[src/rtl/pipeline_stall_ctrl_pkg.sv]
// Shared types and helpers for the pipeline stall/flush/bubble controller.
package pipeline_stall_ctrl_pkg;

    typedef enum logic [1:0] {
        RUN      = 2'b00,
        MEM_HOLD = 2'b01,
        MEM_DONE = 2'b10
    } state_e;

    // Width of the hold-left counter: max(1, clog2(mem_wait_cycles)).
    function automatic int hold_w(input int mem_wait_cycles);
        return (mem_wait_cycles > 2) ? $clog2(mem_wait_cycles) : 1;
    endfunction

endpackage

[src/rtl/pipeline_stall_ctrl_sat_counter.sv]
// Saturating up-counter with synchronous clear taking priority over increment.
module sat_counter #(
    parameter int W = 16
) (
    input  logic         i_clk,
    input  logic         i_rst,
    input  logic         i_clr,
    input  logic         i_inc,
    output logic [W-1:0] o_q
);
    localparam logic [W-1:0] ONE = W'(1);

    logic [W-1:0] r_q;

    always_ff @(posedge i_clk or posedge i_rst) begin
        if (i_rst) begin
            r_q <= '0;
        end else if (i_clr) begin
            r_q <= '0;
        end else if (i_inc && (r_q != '1)) begin
            r_q <= r_q + ONE;
        end
    end

    assign o_q = r_q;

endmodule

[src/rtl/pipeline_stall_ctrl.sv]
// Decode-stage hazard responder: per-stage enable/flush/bubble decode, MEM freeze
// sequencing for multi-cycle accesses, and saturating event counters.
//
//  state    | meaning
//  RUN      | normal flow; flush/stall honoured, mem_req starts a freeze
//  MEM_HOLD | further freeze cycles while hold_left counts down
//  MEM_DONE | access completes this cycle; mem_req still high but ignored
module pipeline_stall_ctrl
    import pipeline_stall_ctrl_pkg::*;
#(
    parameter int MEM_WAIT_CYCLES = 3,
    parameter int CNT_W           = 16
) (
    input  logic             i_clk,
    input  logic             i_rst,
    input  logic             i_stall_req,
    input  logic             i_flush_req,
    input  logic             i_mem_req,
    input  logic             i_cnt_clr,
    output logic             o_pc_en,
    output logic             o_if_id_en,
    output logic             o_if_id_flush,
    output logic             o_id_ex_en,
    output logic             o_id_ex_flush,
    output logic             o_ex_mem_en,
    output logic             o_mem_wb_bubble,
    output logic             o_mem_freeze,
    output logic [CNT_W-1:0] o_stall_cnt,
    output logic [CNT_W-1:0] o_flush_cnt,
    output logic [CNT_W-1:0] o_hold_cnt
);
    localparam int              F         = MEM_WAIT_CYCLES - 1;
    localparam int              HW        = hold_w(MEM_WAIT_CYCLES);
    localparam bit              MEM_EN    = (F >= 1);
    localparam bit              LONG_HOLD = (F >= 2);
    localparam logic [HW-1:0]   HOLD_INIT = HW'(LONG_HOLD ? F - 1 : 0);
    localparam logic [HW-1:0]   HOLD_ONE  = HW'(1);

    state_e          r_state;
    logic [HW-1:0]   r_hold_left;

    logic w_mem_start;
    logic w_freeze;
    logic w_flush;
    logic w_stall;

    // Everything is gated by reset so the decode is idle while rst is held.
    assign w_mem_start = !i_rst && MEM_EN && (r_state == RUN) && i_mem_req;
    assign w_freeze    = w_mem_start || (!i_rst && (r_state == MEM_HOLD));
    assign w_flush     = !i_rst && !w_freeze && i_flush_req;
    assign w_stall     = !i_rst && !w_freeze && !i_flush_req && i_stall_req;

    assign o_pc_en         = !(w_freeze || w_stall);
    assign o_if_id_en      = !(w_freeze || w_stall);
    assign o_if_id_flush   = w_flush;
    assign o_id_ex_en      = !w_freeze;
    assign o_id_ex_flush   = w_flush || w_stall;
    assign o_ex_mem_en     = !w_freeze;
    assign o_mem_wb_bubble = w_freeze;
    assign o_mem_freeze    = w_freeze;

    always_ff @(posedge i_clk or posedge i_rst) begin
        if (i_rst) begin
            r_state     <= RUN;
            r_hold_left <= '0;
        end else begin
            case (r_state)
                RUN: begin
                    if (w_mem_start) begin
                        r_hold_left <= HOLD_INIT;
                        r_state     <= LONG_HOLD ? MEM_HOLD : MEM_DONE;
                    end
                end
                MEM_HOLD: begin
                    if (r_hold_left == HOLD_ONE) begin
                        r_hold_left <= '0;
                        r_state     <= MEM_DONE;
                    end else begin
                        r_hold_left <= r_hold_left - HOLD_ONE;
                    end
                end
                MEM_DONE: r_state <= RUN;
                default:  r_state <= RUN;
            endcase
        end
    end

    sat_counter #(.W(CNT_W)) u_stall_cnt (
        .i_clk (i_clk),
        .i_rst (i_rst),
        .i_clr (i_cnt_clr),
        .i_inc (w_stall),
        .o_q   (o_stall_cnt)
    );

    sat_counter #(.W(CNT_W)) u_flush_cnt (
        .i_clk (i_clk),
        .i_rst (i_rst),
        .i_clr (i_cnt_clr),
        .i_inc (w_flush),
        .o_q   (o_flush_cnt)
    );

    sat_counter #(.W(CNT_W)) u_hold_cnt (
        .i_clk (i_clk),
        .i_rst (i_rst),
        .i_clr (i_cnt_clr),
        .i_inc (w_freeze),
        .o_q   (o_hold_cnt)
    );

endmodule
[config.mk]
export PLATFORM = sky130hd
export DESIGN_NAME = pipeline_stall_ctrl
export DESIGN_NICKNAME = d
export VERILOG_FILES = /design/src/rtl/pipeline_stall_ctrl_pkg.sv /design/src/rtl/pipeline_stall_ctrl_sat_counter.sv /design/src/rtl/pipeline_stall_ctrl.sv
export SDC_FILE = /design/constraint.sdc
export NUM_CORES = 1
export LEC_CHECK = 0
export ABC_AREA = 1
export CAP_MARGIN = 20
export CELL_PAD_IN_SITES_DETAIL_PLACEMENT = 1
export CELL_PAD_IN_SITES_GLOBAL_PLACEMENT = 1
export CORE_MARGIN = 2
export CORE_UTILIZATION = 38
export CTS_CLUSTER_SIZE = 14
export DETAILED_ROUTE_END_ITERATION = 16
export PLACE_DENSITY_LB_ADDON = 0.12
export SYNTH_ARGS = -nofsm -noshare
export SYNTH_HDL_FRONTEND = slang
export SYNTH_HIERARCHICAL = 1
export SYNTH_SLANG_ARGS = --single-unit
[constraint.sdc]
create_clock -name i_clk -period 2.5 [get_ports i_clk]
set_clock_uncertainty 0.2 [all_clocks]
set_input_delay 0.625 -clock i_clk [delete_from_list [all_inputs] [get_ports i_clk]]
set_output_delay 0.625 -clock i_clk [all_outputs]
set_load 0.01 [all_outputs]
==> results.ini, run 1 <==
[worst_hold_path]
hold_class=flip-flop to flip-flop

[synthesis]
synth_compound_area_share_pct=2.30
yosys_warnings=6
avgSynthCellArea_sq_um=6.82
async_flop_share_pct=100
synth.cell_area_sq_um=3540
yosys.area_share.simple_pct=47.3
yosysTopAreaCellShare_pct=36.8
yosysSeqAreaShare_pct=36.8
synthTopCellsByArea=dfrtp_1, nand2_1, inv_1
yosysTopAreaCell=dfrtp_1
synthFlopType=dfrtp_1
synth_edf_count=0
ys_types=27
synth-adder-area-share_pct=1.41
synth.mux.area_fraction_pct=0
synth_xor_area_share_pct=2.97
synth_top_family_by_area=simple AND/OR/NAND/NOR gates
synthCells=519
ys_ff_latch=52
syn_nets=529

[timing]
fin_crit_ns=2.44
fmax_mhz=410
setup_viol=0
worstMarginPinSlew_ns=0.517
slew_headroom_pct=65.5
fin_hold_ws_ns=0.329
hold_viol=0
min_period_over_period_pct=97.5
rsz0062_at_grt=false
setup_tns_ns=0
slew_violations=0

[clock_tree]
cts_tree=done
root_buffer=clkbuf_8
clkSlewWorstSetupHoldPaths_ns=0.11
clkLatencyLatePin_ns=0.31
cts_max_level=2
cts.sinks=52
clockBufferDepth=2
cts_buffers=5

[global_route]
grt-busiest-layer=met2
gr-total-overflow=0
met1_usage_pct=28.2
antenna_found_initial=0
met2_usage_pct=38.8
grt_util_all_layers_pct=21.6
grt_use_met3_pct=2.64
grt_max_degree=17
grt_pass1_wl_mm=17.7
grt_pass1_vias=3764

[route]
routed_wl_mm=10.3
ant_nets=0
drtPass1Iterations=4
dr_total_vias=3652
viasPerCell=5.09
drt_iter0_markers=169
wl_per_cell_microns=14.4
post-route-drc-count=0

[power]
finalPower_uw=2060
p_leak_uw=0.00232
power_density_nw_per_um2=450
ir_drop_uv=259

[critical_path]
startpoint_type=input pin
required_ns=1.67
worstPathMaxFanout=2
critPathKind=input pin to primary output
end_kind=primary output
cp_slowest_cell=dlygate4sd2_1
cp_cell_sequence=dlygate4sd2_1, o21ai_4, buf_12, inv_1, o21ai_2, clkdlybuf4s15_1
cpPeakStageDelay_ns=0.27
arrival_ns=1.61

[finish]
area_delta_synth_final_pct=29.5
nNetsFinal=615
fillCellCount=1225
drive_gt1_share_pct=12.4
diodes=0
layout_commonest_cell=nand2_1
layout_common_cells=nand2_1, inv_1, nor2_1, dfrtp_1, clkdlybuf4s50_1
final_core_util_pct=50.0

[placement]
hpwl_mm=7.97
io_buffers=61
gp_congestion=0.802

[die]
initial_core_util_pct=38.7
ios=62
dieHeight_microns=100
die_x_microns=100
placementRows=35
fp.coreArea_sq_um=9150
die-area_sq_um=10100

[flow_run]
drv_cap=0

[status]
status=completed

==> report_power, final <==
group          total (uW)  internal (uW)  switching [uW]  leakage, uW
combinational         512            223             288      0.00154
clock                 634            328             305    0.0000614
sequential            917            879            37.6     0.000720
==> cell usage after synthesis (6+ instances only) <==
cell      count
nor2_1       55
nor2_4        9
nor2_2        7
nand3b_1      6
nand2_1     199
nand3_1      38
inv_1        59
xor2_1        6
nand4_1      33
dfrtp_1      52
xnor2_1       6
==> worst max-delay path: cells and delay by family <==
family | cells | cell delay (ns)
buffers and inverters | 4 | 0.69
AO/OA/AOI/OAI | 2 | 0.30
==> flip-flops by register name, summed over array words and instances, names as in the netlist <==
| register | cells |
|---|---|
| u_hold_cnt/o_q | 16 |
| r_hold_left | 2 |
| u_stall_cnt/o_q | 16 |
| u_flush_cnt/o_q | 16 |
| r_state | 2 |
==> cells by family (layout without fill, tap and decap cells) <==
| group | Yosys count | after routing |
|---|---|---|
| AND/OR/NAND/NOR | 360 | 360 |
| buffers and inverters | 77 | 164 |
| flip-flops | 52 | 52 |
| AO/OA/AOI/OAI | 14 | 14 |
| XOR/XNOR | 12 | 12 |
| adder cells (fa/ha/maj) | 4 | 4 |
==> cell type report <==
class                   instances  area [sq um]  share of cell area [%]
clock buffers                   6          82.6                    1.80
clock inverters                 2          38.8                   0.847
inverters                      65           244                    5.33
multi-input cells             390          1930                    42.0
flip-flops and latches         52          1300                    28.4
well taps                     111           139                    3.03
repair buffers                 91           850                    18.5
==> per-stage QoR <==
stage / setup slack (ns) / instances / instance area [sq um]
floorplan: 0.388 / 519 / 3540
global placement: -0.465 / 708 / 4440
detailed placement: -0.496 / 708 / 4440
CTS: -0.00533 / 717 / 4580
global route: 0.00253 / 717 / 4580
finish: 0.0617 / 717 / 4580
==> final timing paths <==
| kind | start | depth (start not counted) | end | slack (ns) |
|---|---|---|---|---|
| max in group asynchronous | i_rst | 5 | u_hold_cnt/o_q[4] | 1.33 |
| setup reg to reg | r_state[0] | 9 | u_stall_cnt/o_q[0] | 0.45 |
| setup / recovery | i_mem_req | 6 | o_if_id_en | 0.06 |
| min in group asynchronous | i_rst | 3 | r_state[0] | 0.36 |
| hold / removal | r_hold_left[1] | 2 | r_hold_left[1] | 0.33 |
| hold reg to reg | r_hold_left[1] | 2 | r_hold_left[1] | 0.33 |
==> routing by layer <==
metal  part of all wire (%)  routed length, microns
met5                      0                       0
met4                   0.82                      85
met3                    2.6                     272
met2                     50                    5200
met1                     46                    4760
==> what timing repair did <==
| item | CTS | global route |
|---|---|---|
| setup endpoints to repair | 8 | 4 |
| hold buffers | 0 | 0 |
| gates resized for setup | 16 | 4 |
| setup buffers | 1 | 0 |
| pin swaps | 1 | 1 |
(Power assumes the default switching activity.)
==> run 2, diff against run 1 <==
Settings changed: CORE_MARGIN 2 to default, CORE_UTILIZATION 38 to 39, CTS_BUF_LIST from default to sky130_fd_sc_hd__clkbuf_4 sky130_fd_sc_hd__clkbuf_8.
==> results.ini, run 2 (same netlist as run 1, synthesis figures left out) <==
[finish]
final_core_util_pct=52.2  ; +2.2 points
layout_common_cells=nand2_1, inv_1, nor2_1, dfrtp_1, clkdlybuf4s50_1
layout_commonest_cell=nand2_1
drive_gt1_share_pct=13.0  ; +0.62 points
nNetsFinal=617  ; +0.33%
design_area_sq_um=4570  ; -0.14%
area_delta_synth_final_pct=29.3
diodes=0  ; unchanged

[die]
ios=62  ; unchanged
die_x_microns=97.3  ; -3.2%
placementRows=34  ; -2.9%
fp.coreArea_sq_um=8760  ; -4.3%
dieHeight_microns=97.3  ; -3.2%
initial_core_util_pct=40.4  ; +1.7 points
die-area_sq_um=9460  ; -6.4%

[global_route]
grt_util_all_layers_pct=24.5  ; +2.9 points
grt_pass1_wl_mm=19.0  ; +7.2%
antenna_found_initial=0  ; unchanged
grt_pass1_vias=3995  ; +6.1%
gr-total-overflow=0  ; unchanged
grt_max_degree=17  ; unchanged

[status]
status=completed

[clock_tree]
root_buffer=clkbuf_8
clkSlewWorstSetupHoldPaths_ns=0.10  ; about the same
postCtsHoldBufs=0  ; unchanged
cts_buffers=5  ; unchanged
cts.sinks=52  ; unchanged
cts_tree=done
clkLatencyLatePin_ns=0.31  ; about the same
clockBufferDepth=2  ; unchanged
cts_max_level=2  ; unchanged

[timing]
worstMarginPinSlew_ns=0.544  ; +0.0272 ns
rsz0062_at_grt=false
setup_viol=0  ; unchanged
min_period_over_period_pct=97.5  ; about the same
fmax_mhz=410  ; about the same
hold_viol=0  ; unchanged
slew_headroom_pct=63.7  ; -1.7 points
fin_crit_ns=2.44  ; +0.000299 ns
slew_violations=0  ; unchanged

[power]
power_density_nw_per_um2=432  ; -3.9%
ir_drop_uv=189  ; -27%
p_leak_uw=0.00233  ; +0.44%

[route]
wl_per_cell_microns=15.0  ; +4.1%
viasPerCell=5.17  ; +1.5%
routed_wl_mm=10.7  ; +4.0%
dr_total_vias=3701  ; +1.3%
post-route-drc-count=0  ; unchanged
ant_nets=0  ; unchanged
drtPass1Iterations=4  ; unchanged
drt_iter0_markers=81  ; -52%

[critical_path]
end_kind=primary output
cp_num_cells=6  ; unchanged
worstPathMaxFanout=3  ; +1
required_ns=1.67  ; about the same
crit_buf_inv=3  ; -1
rr_worst_depth=9  ; unchanged
crit_family=buffers and inverters
arrival_ns=1.61  ; about the same
cp_cell_sequence=dlygate4sd2_1, o21ai_2, buf_4, nand2_2, nor2_1, clkdlybuf4s15_2
cpPeakStageDelay_ns=0.25  ; -0.02 ns
critPathKind=input pin to primary output
cp_slowest_cell=dlygate4sd2_1
startpoint_type=input pin

[flow_run]
drv_cap=0  ; unchanged

[placement]
hpwl_mm=8.14  ; +2.1%
io_buffers=61  ; unchanged
gp_congestion=0.832  ; +3.8%
post_dp_cell_area_sq_um=4420  ; -0.25%

[worst_hold_path]
hold_class=input pin to async pin

==> run 2: cell types whose count changed in the layout (fill, tap and decap cells not counted), moves of 2 or more <==
| cell | previous run | this run |
|---|---|---|
| buf_6 | 0 | 3 |
| nor2_2 | 10 | 7 |
| clkdlybuf4s50_1 | 51 | 49 |
| clkdlybuf4s15_1 | 2 | 0 |
| clkbuf_4 | 0 | 2 |
| nor2_4 | 9 | 11 |
==> run 2: power breakdown <==
| part | total (uW) | internal, uW | switching (uW) |
|---|---|---|---|
| Sequential | 916 | 879 | 36.8 |
| Combinational | 520 | 223 | 296 |
| Clock | 542 | 249 | 293 |
| Total | 1980 | 1350 | 627 |
==> run 2: final timing paths <==
path                                   start  slack (ns)            endpoint
setup / recovery                   i_mem_req        0.06       o_if_id_flush
hold / removal                         i_rst        0.33      r_hold_left[1]
setup reg to reg           u_hold_cnt/o_q[1]        0.45   u_hold_cnt/o_q[4]
min in group i_clk            r_hold_left[1]        0.33      r_hold_left[1]
hold reg to reg               r_hold_left[1]        0.33      r_hold_left[1]
max in group asynchronous              i_rst        1.33  u_stall_cnt/o_q[5]
==> run 2: layout make-up <==
type,count,area (sq um)
Clock buffer,8,97.6
Fill cell,1175,4190
Inverter,65,244
Multi-Input combinational cell,390,1930
Sequential cell,52,1300
Tap cell,108,135
Timing Repair Buffer,93,863
==> run 2: timing repair <==
| action | in CTS | in global routing |
|---|---|---|
| pin swaps | 3 | 1 |
| endpoints found under the setup margin | 8 | 4 |
| buffers inserted | 3 | 1 |
| gates resized for setup | 30 | 1 |
==> run 2: worst min-delay path, cell delays in order <==
cell	delay (ns)
dlygate4sd2_1	0.25
inv_1	0.14
buf_4	0.17
==> run 2: metrics by stage <==
stage / setup slack [ns] / TNS (ns) / cells / hold slack (ns) / total power (uW)
after global routing: 0.000151 / 0 / 716 / 0.356 / 2100
after CTS: -0.0364 / -0.0370 / 715 / 0.323 / 2000
final: 0.0614 / 0 / 716 / 0.329 / 1980
after detailed placement: -0.438 / -5.87 / 704 / 0.319 / 1430
after floorplan: 0.388 / 0 / 519 / 0.222 / 1210
after global placement: -0.446 / -5.01 / 704 / 0.280 / 1410
==> run 2: routing by layer <==
layer	GRT usage [%]	up-vias	routed length, microns
met5	0	-	0
met4	6.11	0	129
met3	3.60	10	428
met2	42.3	75	5270
met1	32.1	1810	4900
li1	-	1806	-
